[src/rtl/fifo_rd_packer.sv]
// Read-side packer: drains a show-ahead fifo and packs PACK words into one valid/ready beat.
// Optional partial-beat timeout flush is built when FIFO_RD_TMO_EN is defined.
module fifo_rd_packer #(
    parameter int WIDTH      = 4,
    parameter int PACK       = 4,
    parameter int TMO_CYCLES = 16
) (
    input  logic                  rclk,
    input  logic                  rst_ni,
    input  logic [WIDTH-1:0]      fifo_dat,
    input  logic                  fifo_empty,
    output logic                  fifo_ren,
    output logic [WIDTH*PACK-1:0] m_data,
    output logic [PACK-1:0]       m_keep,
    output logic                  m_valid,
    input  logic                  m_ready,
    output logic                  busy
);

    localparam int CW = (PACK > 1) ? $clog2(PACK) : 1;
    localparam logic [CW-1:0] LAST_SLOT = CW'(PACK - 1);

    typedef enum logic {
        FILL = 1'b0,
        HOLD = 1'b1
    } state_t;

    state_t                state_reg, state_next;
    logic [CW-1:0]         cnt_reg, cnt_next;
    logic [WIDTH*PACK-1:0] data_reg, data_next;
    logic [PACK-1:0]       keep_reg, keep_next;
    logic                  valid_reg, valid_next;

`ifdef FIFO_RD_TMO_EN
    localparam int TW = $clog2(TMO_CYCLES + 1);
    localparam logic [TW-1:0] TMO_LAST = TW'(TMO_CYCLES - 1);

    logic [TW-1:0]         tmr_reg, tmr_next;
    logic [WIDTH*PACK-1:0] keep_wide;

    // Word-granular mask so a flushed partial beat carries zeros in unfilled slots.
    for (genvar gi = 0; gi < PACK; gi++) begin : g_keep_wide
        assign keep_wide[gi*WIDTH +: WIDTH] = {WIDTH{keep_reg[gi]}};
    end
`endif

    // Gated by rst_ni so no word is popped (and lost) while held in reset.
    assign fifo_ren = rst_ni & (state_reg == FILL) & ~fifo_empty;
    assign m_data   = data_reg;
    assign m_keep   = keep_reg;
    assign m_valid  = valid_reg;
    assign busy     = (state_reg == HOLD) | (cnt_reg != '0);

    always_comb begin
        state_next = state_reg;
        cnt_next   = cnt_reg;
        data_next  = data_reg;
        keep_next  = keep_reg;
        valid_next = valid_reg;
`ifdef FIFO_RD_TMO_EN
        tmr_next   = tmr_reg;
`endif
        case (state_reg)
            FILL: begin
                if (fifo_ren) begin
                    data_next[cnt_reg*WIDTH +: WIDTH] = fifo_dat;
                    keep_next[cnt_reg]                = 1'b1;
`ifdef FIFO_RD_TMO_EN
                    tmr_next = '0;
`endif
                    if (cnt_reg == LAST_SLOT) begin
                        state_next = HOLD;
                        cnt_next   = '0;
                        valid_next = 1'b1;
                    end else begin
                        cnt_next = cnt_reg + 1'b1;
                    end
                end
`ifdef FIFO_RD_TMO_EN
                else if (cnt_reg != '0) begin
                    if (tmr_reg == TMO_LAST) begin
                        state_next = HOLD;
                        cnt_next   = '0;
                        valid_next = 1'b1;
                        data_next  = data_reg & keep_wide;
                        tmr_next   = '0;
                    end else begin
                        tmr_next = tmr_reg + 1'b1;
                    end
                end
`endif
            end
            HOLD: begin
                if (m_ready) begin
                    state_next = FILL;
                    valid_next = 1'b0;
                    keep_next  = '0;
`ifdef FIFO_RD_TMO_EN
                    tmr_next   = '0;
`endif
                end
            end
            default: begin
                state_next = FILL;
            end
        endcase
    end

    always_ff @(posedge rclk or negedge rst_ni) begin
        if (!rst_ni) begin
            state_reg <= FILL;
            cnt_reg   <= '0;
            data_reg  <= '0;
            keep_reg  <= '0;
            valid_reg <= 1'b0;
`ifdef FIFO_RD_TMO_EN
            tmr_reg   <= '0;
`endif
        end else begin
            state_reg <= state_next;
            cnt_reg   <= cnt_next;
            data_reg  <= data_next;
            keep_reg  <= keep_next;
            valid_reg <= valid_next;
`ifdef FIFO_RD_TMO_EN
            tmr_reg   <= tmr_next;
`endif
        end
    end

endmodule

[config.mk]
export PLATFORM = sky130hd
export DESIGN_NAME = fifo_rd_packer
export DESIGN_NICKNAME = d
export VERILOG_FILES = /design/src/rtl/fifo_rd_packer.sv
export SDC_FILE = /design/constraint.sdc
export NUM_CORES = 1
export LEC_CHECK = 0
export BUFFER_PORTS_ARGS = -buffer_cell sky130_fd_sc_hd__buf_2
export CORE_UTILIZATION = 51
export DETAILED_ROUTE_END_ITERATION = 8
export PLACE_DENSITY = 0.87
export SLEW_MARGIN = 30
export SYNTH_ARGS = -nofsm -noshare
export SYNTH_HDL_FRONTEND = slang
export SYNTH_SLANG_ARGS = --single-unit
export TNS_END_PERCENT = 50
[constraint.sdc]
create_clock -name rclk -period 2.1 [get_ports rclk]
set_input_delay 0 -clock rclk [delete_from_list [all_inputs] [get_ports rclk]]
set_output_delay 0 -clock rclk [all_outputs]
set_load 0.05 [all_outputs]
==> summary.md, run 1 <==
| Metric | Value |
|---|---|
| MaxCap Viol Count | 0 |
| Die ar. | 0.002461 mm^2 |
| Net switching power | 1.227 mW |
| I/O pin count | 31 |
| FILL cells | 158 |
| # placed instances | 148 |
| CTS tree | yes |
| Largest net degree at the start of global routing | 17 |
| Clk slew on worst S/H paths | 120 ps |
| Nets | 148 |
| Vias in the first global route | 867 |
| Pwr dens | 1604 mW/mm^2 |
| Clk sinks | 24 |
| Root Driver | clkbuf_4 |
| Rel. slew slack | 71.24% |
| Max VDD drop | 908.5 uV |
| Period minus WS final | 1885 ps |
| Antenna cell count | 0 |
| #FFs+latches synth | 24 |
| Most common cell after layout, fill and taps aside | buf_2 |
| TNS Setup | 0 ps |
| Die Span Y | 49.61 um |
| Routed len/inst | 14.50 um |
| Yosys top cell by area | dfrtp_1 |
| Fmax | 530.5 MHz |
| Starting Density | 56.62% |
| Syn Inst Count | 92 |
| Period utilization | 89.77% |
| Filler-free cell count of the finished design | 157 |
| Multi-input logic area | 535.5 um^2 |
| Share of the synthesized area in the top cell type | 51.95% |
| Clk Latency, worst-skew pair | 300 ps |
| Post-synthesis sequential area ratio | 51.95% |
| FF+latch area | 600.6 um^2 |
| Count of different cell masters after synthesis | 17 |
| Final setup viols | 0 |
| Port Buffers | 30 |
| GP Congestion | 0.8507 |
| Reg power frac | 33.3% |
| Drt pass-1 iters | 4 |
| Vias/cell | 5.331 |
| CP Capture Type | flip-flop |
| Via count | 837 |
| Switching Share | 53.83% |
| Tot GR Track Use | 21.49% |
| H-Tree Depth | 1 |
| DR iter-0 viols | 13 |
| Chip width | 49.61 um |
| Synth warn | 0 |
| Synthesized area per cell | 12.57 um^2 |
| Worst-path maximum fanout | 9 |
| Syn nets | 108 |
| Number of core rows | 16 |
| CP Launch Type | flip-flop |
| Leakage | 0.7040 nW |
| Final count of pins violating max slew | 0 |
| Drt drc | 0 |
| WP data required | 2330 ps |
| Num CTS Buffers | 3 |
| Initial antenna violation count | 0 |
| Cell Area, Synth | 0.001156 mm^2 |
| Core Area | 0.002042 mm^2 |
| Worst-margin pin slew | 430.5 ps |
| Routed Antenna Nets | 0 |
| Area Overhead vs Synth | 22.94% |
| Data arrival, critical path | 2110 ps |
| Top post-synthesis cells by area | dfrtp_1 52%, a22o_1 9.1%, ha_1 8.7% |
| WS Path Type | flip-flop to flip-flop |
| Dpl hpwl | 1.728 mm |
| Reg2reg setup slack | 210 ps |
| Layout cell share with drive strength beyond 1 | 31.54% |
| First-pass GRT wire length | 4.064 mm |
| Status | completed |
| Int Pwr | 1.052 mW |
| Clock buffer depth | 2 |
| Max reg flops | 16 |
| RSZ-0062 raised after global routing | no |
| Total congestion overflow | 0 |
| Fin Clk Skew | 3.752 ps |
| Post-Route WL | 2.276 mm |
| Clock network power share | 8.5% |
| Hold WC Path Type | primary input to flip-flop |
| CTS resizes | 0 |
| Logic gate share of total power | 58.2% |
| Commonest cells after routing, fill and taps aside | 30 x buf_2, 24 x dfrtp_1, 20 x nand2_1, 12 x a22o_1, 8 x ha_1 |
| Fin. Hold Viols | 0 |
cell usage after synthesis:
cell,instances
nor3b_1,1
nor2_1,2
clkbuf_1,1
nand4bb_1,1
nand2b_1,1
a22o_1,12
dfrtp_1,24
nor4b_4,1
nand2_1,20
ha_1,8
nand4bb_4,3
buf_2,1
inv_1,3
a21oi_1,4
o21ai_0,7
nor3b_4,1
nor4_4,2
through the flow:
stage               setup WS (ps)  util [%]  power, mW  area [um^2]  hold WS [ps]
global placement            359.8     65.56      2.051         1339        -70.25
floorplan                   486.8         -      1.797         1156        -295.6
CTS                         214.2     69.61      2.287         1421         97.01
detailed placement          249.7     65.56      2.089         1339        -65.56
finish                      214.9     69.61      2.279         1421         107.4
global route                19.31     69.61      2.422         1421         108.7
worst max-delay path, cell delays in order, from the launching register on:
cell	delay, ps
dfrtp_1	520
inv_1	210
ha_1	410
nor3b_1	410
nand2_1	110
o21ai_0	150
power groups by stage:
stage	Combinational (mW)	Sequential [mW]	Clock, mW
floorplan	0.513	1.28	0
global placement	1.30	0.753	0
detailed placement	1.32	0.771	0
CTS	1.33	0.760	0.195
global route	1.42	0.788	0.216
finish	1.33	0.759	0.193
final cells by class:
cell class,count,share of cell area [%]
sequential,24,42.25
clock buffer,3,1.585
tap,27,2.377
timing repair buffer,37,15.32
multi-input combinational,63,37.68
inverter,3,0.7923
cells by family after synthesis:
group / after synthesis / synth area share (%)
buffers and inverters: 5 / 1.731
DFF: 24 / 51.95
AOI/OAI and AO/OA: 23 / 13.85
and+or+nand+nor: 32 / 23.81
adders and majority gates: 8 / 8.658
per-layer routing:
| metal | up-vias | share of wire (%) | global-route usage [%] |
|---|---|---|---|
| met3 | 2 | 3.8 | 3.086 |
| met2 | 21 | 48 | 36.94 |
| met1 | 409 | 47 | 29.47 |
| met5 | - | 0 | 0 |
| met4 | 0 | 0.44 | 2.857 |
| li1 | 405 | - | - |
repair_timing:
action	CTS	global route
endpoints found under the hold margin	42	0
hold buffers	6	0
setup buffers	0	0
endpoints found under the setup margin	0	0
path summary, 6_finish.rpt:
path                             from         end  cells after the start
setup / recovery           cnt_reg[0]   m_data[2]                      5
hold reg to reg             m_keep[0]   m_keep[0]                      2
max in group asynchronous      rst_ni   m_data[3]                      3
hold / removal             fifo_empty  cnt_reg[0]                      4
min in group asynchronous      rst_ni  m_data[13]                      2
setup reg to reg           cnt_reg[0]   m_data[2]                      5
(Power assumes the default switching activity.)
==> inputs of run 2 (changes only) <==
--- a/config.mk
+++ b/config.mk
@@ -8,7 +8,7 @@
 export BUFFER_PORTS_ARGS = -buffer_cell sky130_fd_sc_hd__buf_2
 export CORE_UTILIZATION = 51
 export DETAILED_ROUTE_END_ITERATION = 8
-export PLACE_DENSITY = 0.87
+export PLACE_DENSITY = 0.89
 export SLEW_MARGIN = 30
 export SYNTH_ARGS = -nofsm -noshare
 export SYNTH_HDL_FRONTEND = slang
==> run 2 against run 1 <==
  * Clock power hardly changed
  * Fmax shrank 2.3%
  * Clock skew up 11 ps
  * First-iteration DRC count is 46% higher
  * Cell area is the same
  * Die area is the same
  * Combinational power is essentially flat
  * Critical path depth unchanged
  * Sequential power about the same
==> summary.md, run 2 (synthesis results as in run 1) <==
| Metric | Value |
|---|---|
| Largest net degree at the start of global routing | 16 (-1) |
| Max incr delay on CP | 520 ps (about the same) |
| Commonest cells after routing, fill and taps aside | 30 x buf_2, 24 x dfrtp_1, 20 x nand2_1, 12 x a22o_1, 8 x ha_1 |
| Worst Setup SP | cnt_reg[0] |
| Data arrival, critical path | 2140 ps (+30 ps) |
| Initial antenna violation count | 0 (unchanged) |
| CP Launch Type | flip-flop |
| Total congestion overflow | 0 (unchanged) |
| Hold path start | fifo_empty |
| Clk sinks | 24 (unchanged) |
| Routed Antenna Nets | 0 (unchanged) |
| Drt drc | 0 (unchanged) |
| Port Buffers | 30 (unchanged) |
| Area Overhead vs Synth | 22.94% (unchanged) |
| Antenna cell count | 0 (unchanged) |
| Worst-margin pin slew | 415.8 ps (-14.68 ps) |
| Core Area | 0.002042 mm^2 (unchanged) |
| Die ar. | 0.002461 mm^2 (unchanged) |
| DR iter-0 viols | 19 (+6) |
| Tot GR Track Use | 21.86% (+0.36 points) |
| Vias/cell | 5.408 (+1.4%) |
| Chip width | 49.61 um (unchanged) |
| Worst-path maximum fanout | 9 (unchanged) |
| Via count | 849 (+1.4%) |
| Hold WC Path Type | primary input to flip-flop |
| Status | completed |
| Max VDD drop | 1003 uV (+10%) |
| I/O pin count | 31 (unchanged) |
| Clk Latency, worst-skew pair | 310 ps (about the same) |
| Number of core rows | 16 (unchanged) |
| Fmax | 518.4 MHz (-2.3%) |
| TNS Setup | 0 ps (unchanged) |
| WP data required | 2310 ps (-20 ps) |
| CP max stage cell | dfrtp_1 |
| Period minus WS final | 1929 ps (+44.05 ps) |
| Num CTS Buffers | 3 (unchanged) |
| Die Span Y | 49.61 um (unchanged) |
| CTS tree | yes |
| Root Driver | clkbuf_4 |
| GP Congestion | 0.8714 (+2.4%) |
| Starting Density | 56.62% (unchanged) |
| Top delay family on crit path | flip-flops |
| Nets | 148 (unchanged) |
| Critical register-to-register path startpoint | cnt_reg[0] |
| Max reg flops | 16 (unchanged) |
| Overall power | 2.287 mW (+0.35%) |
| Hold buffer count at CTS | 6 (unchanged) |
| Clk slew on worst S/H paths | 130 ps (about the same) |
| Fin. Hold Viols | 0 (unchanged) |
| Period utilization | 91.86% (+2.1 points) |
| Post-Route WL | 2.348 mm (+3.2%) |
| Drt pass-1 iters | 4 (unchanged) |
| Final count of pins violating max slew | 0 (unchanged) |
| CP Capture Type | flip-flop |
| Clock buffer depth | 2 (unchanged) |
| Buf+Inv Stages, Crit Path | 1 (unchanged) |
| Layout cell share with drive strength beyond 1 | 31.54% (unchanged) |
| WS Path Type | flip-flop to flip-flop |
| Setup bufs post-CTS | 0 (unchanged) |
| Most common cell after layout, fill and taps aside | buf_2 |
| Rel. slew slack | 72.28% (+1.0 points) |
| Vias in the first global route | 843 (-2.8%) |
| Dpl hpwl | 1.786 mm (+3.4%) |
| CP cell instances | inv_1 > ha_1 > nor3b_1 > nand2_1 > o21ai_0 |
| Fin Clk Skew | 14.78 ps (+11.03 ps) |
| Pwr dens | 1609 mW/mm^2 (+0.35%) |
| H-Tree Depth | 1 (unchanged) |
| RSZ-0062 raised after global routing | no |
| Routed len/inst | 14.96 um (+3.2%) |
| CTS resizes | 0 (unchanged) |
| MaxCap Viol Count | 0 (unchanged) |
| First-pass GRT wire length | 3.981 mm (-2.0%) |
| Final setup viols | 0 (unchanged) |
| Leakage | 0.7040 nW (unchanged) |
## run 2: routing by layer
metal | track usage, % | wire length, um | up-vias
met5 | 0 | 0 | -
met2 | 38.74 | 1193 | 31
met1 | 27.05 | 1005 | 407
met3 | 3.086 | 118 | 4
li1 | - | - | 407
met4 | 7.143 | 31 | 0
## run 2: path summary, 6_finish.rpt
kind	slack, ps	end	cells after the start
setup / recovery	170	m_data[3]	5
hold / removal	100	cnt_reg[1]	4
setup reg to reg	170	m_data[3]	5
hold reg to reg	490	m_keep[0]	2
max in group asynchronous	1390	m_data[2]	3
min in group asynchronous	140	m_data[12]	2
## run 2: cell type report
type | instances | area [um^2]
fillers | 179 | 620.6
flip-flops and latches | 24 | 600.6
multi-input cells | 63 | 535.5
repair buffers | 37 | 217.7
well taps | 27 | 33.78
clock buffers | 3 | 22.52
inverters | 3 | 11.26
## run 2: worst min-delay path: stages
cell,delay [ps]
buf_2,150
nor3b_4,80
nand2_1,60
o21ai_0,80
## run 2: metrics by stage
stage                     util [%]  setup slack (ps)  area, um^2  hold slack, ps  cells
after floorplan                  -             486.8        1156          -295.6     92
after global placement       65.56             349.0        1339          -55.31    148
after detailed placement     65.56             200.3        1339          -50.26    148
final                        69.61             170.9        1421           98.78    157
after CTS                    69.61             183.3        1421           102.0    157
after global routing         69.61             22.95        1421           114.6    157
## run 2: report_power, final
part           switching, mW  internal (mW)  total (mW)
registers              0.125          0.633       0.759
clock network          0.125         0.0670       0.192
logic                  0.983          0.353        1.34
==> inputs of run 3 (changes only) <==
--- a/config.mk
+++ b/config.mk
@@ -6,9 +6,9 @@
 export NUM_CORES = 1
 export LEC_CHECK = 0
 export BUFFER_PORTS_ARGS = -buffer_cell sky130_fd_sc_hd__buf_2
-export CORE_UTILIZATION = 51
+export CORE_UTILIZATION = 54
 export DETAILED_ROUTE_END_ITERATION = 8
-export PLACE_DENSITY = 0.89
+export PLACE_DENSITY = 0.93
 export SLEW_MARGIN = 30
 export SYNTH_ARGS = -nofsm -noshare
 export SYNTH_HDL_FRONTEND = slang
==> constraint.sdc (replaced) <==
create_clock -name rclk -period 2.3 [get_ports rclk]
set_input_delay 0 -clock rclk [delete_from_list [all_inputs] [get_ports rclk]]
set_output_delay 0 -clock rclk [all_outputs]
set_load 0.05 [all_outputs]
==> run 3 against run 2 <==
  * Count of clock-buffer cells in the layout did not move
  * First-iteration DRC count down 16%
  * Register-to-register slack better by 220 ps
  * Routed wire length decreased by 1.1%
  * Global-route usage is 1.0 points higher
  * Sequential share of layout area decreased by 0.87 points
  * Non-clock buffer count is the same
==> summary.md, run 3 (synthesis results as in run 1) <==
| Metric | Value |
|---|---|
| Status | completed |
| Max reg flops | 16 (unchanged) |
| Crit. path cell count | 5 (unchanged) |
| Clk sinks | 24 (unchanged) |
| Max incr delay on CP | 520 ps (about the same) |
| Clock buffer depth | 2 (unchanged) |
| Worst-path maximum fanout | 9 (unchanged) |
| DR iter-0 viols | 16 (-3) |
| Routed len/inst | 14.70 um (-1.7%) |
| Period minus WS final | 1910 ps (-18.70 ps) |
| Total congestion overflow | 0 (unchanged) |
| Nets | 148 (unchanged) |
| Uppermost layer routed | met4 |
| Final count of pins violating max slew | 0 (unchanged) |
| WP data required | 2540 ps (+230 ps) |
| Final WS setup | 389.6 ps (+218.7 ps) |
| Top delay family on crit path | flip-flops |
| # placed instances | 148 (unchanged) |
| Num CTS Buffers | 3 (unchanged) |
| Rel. slew slack | 69.75% (-2.5 points) |
| Antenna cell count | 0 (unchanged) |
| Metal3 WL | 99 um (-16%) |
| Clk slew on worst S/H paths | 130 ps (about the same) |
| CTS tree | yes |
| Core Area | 0.001982 mm^2 (-2.9%) |
| Largest net degree at the start of global routing | 20 (+4) |
| Setup bufs post-CTS | 0 (unchanged) |
| Filler-free cell count of the finished design | 158 (+0.64%) |
| Hold WC Path Type | primary input to flip-flop |
| Vias/cell | 5.304 (-1.9%) |
| CTS resizes | 0 (unchanged) |
| Via count | 838 (-1.3%) |
| Pre-CTS setup slack | 481.5 ps (+281.2 ps) |
| Hold slack | 93.86 ps (-4.924 ps) |
| CP Capture Type | flip-flop |
| Routed Antenna Nets | 0 (unchanged) |
| Clk Latency, worst-skew pair | 320 ps (about the same) |
| Starting Density | 58.33% (+1.7 points) |
| Met2 Wirelength | 1.138 mm (-4.6%) |
| Worst-margin pin slew | 452.8 ps (+36.97 ps) |
| Data arrival, critical path | 2160 ps (+20 ps) |
| Layout cell share with drive strength beyond 1 | 32.06% (+0.52 points) |
| Period utilization | 83.06% (-8.8 points) |
| Vias in the first global route | 788 (-6.5%) |
| Dpl hpwl | 1.740 mm (-2.6%) |
| Die Span Y | 48.27 um (-2.7%) |
| Initial antenna violation count | 0 (unchanged) |
| CP max stage cell | dfrtp_1 |
| M1 WL | 1.027 mm (+2.2%) |
| Max VDD drop | 917.5 uV (-8.5%) |
| Fmax | 523.4 MHz (+0.98%) |
| CP Launch Type | flip-flop |
| Leakage | 0.7181 nW (+2.0%) |
| Number of core rows | 16 (unchanged) |
| Buf+Inv Stages, Crit Path | 1 (unchanged) |
| Tot GR Track Use | 22.89% (+1.0 points) |
| MaxCap Viol Count | 0 (unchanged) |
| Port Buffers | 30 (unchanged) |
| Final setup viols | 0 (unchanged) |
| WHS Path Cells | 4 (unchanged) |
| WS Path Type | flip-flop to flip-flop |
| Most common cell after layout, fill and taps aside | buf_2 |
| CP cell instances | inv_1 > ha_1 > nor3b_1 > nand2_1 > o21ai_0 |
| TNS Setup | 0 ps (unchanged) |
| Chip width | 48.27 um (-2.7%) |
| Fin. Hold Viols | 0 (unchanged) |
| Pwr dens | 1524 mW/mm^2 (-5.3%) |
| GP Congestion | 0.8657 (-0.65%) |
| Commonest cells after routing, fill and taps aside | 30 x buf_2, 24 x dfrtp_1, 20 x nand2_1, 12 x a22o_1, 8 x ha_1 |
| Drt pass-1 iters | 4 (unchanged) |
| FILL cells | 139 (-22%) |
| Area Overhead vs Synth | 25.54% |
| Post-Layout Inst Area | 0.001451 mm^2 (+2.1%) |
| First-pass GRT wire length | 3.546 mm (-11%) |
| H-Tree Depth | 1 (unchanged) |
| Fin Clk Skew | 10.36 ps (-4.420 ps) |
| Die ar. | 0.002330 mm^2 (-5.3%) |
| Placed Area | 0.001339 mm^2 (unchanged) |
| Hold buffer count at CTS | 6 (unchanged) |
| I/O pin count | 31 (unchanged) |
| Root Driver | clkbuf_4 |
| Worst r2r path cells | 5 (unchanged) |
| Post-Route WL | 2.323 mm (-1.1%) |
| Drt drc | 0 (unchanged) |
| RSZ-0062 raised after global routing | no |
[run 3: power by group]
group          leakage (nW)  internal [mW]  switching, mW
Combinational         0.374          0.323          0.896
Sequential            0.316          0.578          0.112
Clock                0.0279          0.176          0.127
Total                 0.718           1.08           1.13
[run 3: worst paths after layout]
kind                        endpoint  startpoint  slack, ps
min                        m_keep[3]  fifo_empty         90
min in group asynchronous  state_reg      rst_ni        100
max                        m_data[0]  cnt_reg[0]        390
min reg2reg                m_data[2]   m_data[2]        490
max reg2reg                m_data[0]  cnt_reg[0]        390
max in group asynchronous  m_data[8]      rst_ni       1640
[run 3: area by class of cell]
class / instances / area, um^2 / share of cell area, %
sequential: 24 / 600.6 / 41.38
clock buffer: 3 / 22.52 / 1.552
multi-input combinational: 63 / 535.5 / 36.90
tap: 27 / 33.78 / 2.328
clock inverter: 1 / 30.03 / 2.069
inverter: 3 / 11.26 / 0.7759
timing repair buffer: 37 / 217.7 / 15.00
[run 3: tightest hold or removal path: cells and delay by family]
family	cells	cell delay, ps
buffers and inverters	1	150
and+or+nand+nor	3	240
[run 3: metal layers]
metal,up-vias,global-route usage [%]
met5,-,0
met3,7,3.704
met4,0,11.11
met1,386,29.95
met2,37,36.80
li1,408,-
[run 3: per-stage QoR]
step / util, % / power, mW
2_1_floorplan: - / 1.641
3_3_place_gp: 67.55 / 1.872
3_5_place_dp: 67.55 / 1.909
4_1_cts: 73.23 / 2.231
5_1_grt: 73.23 / 2.342
6_report: 73.23 / 2.211
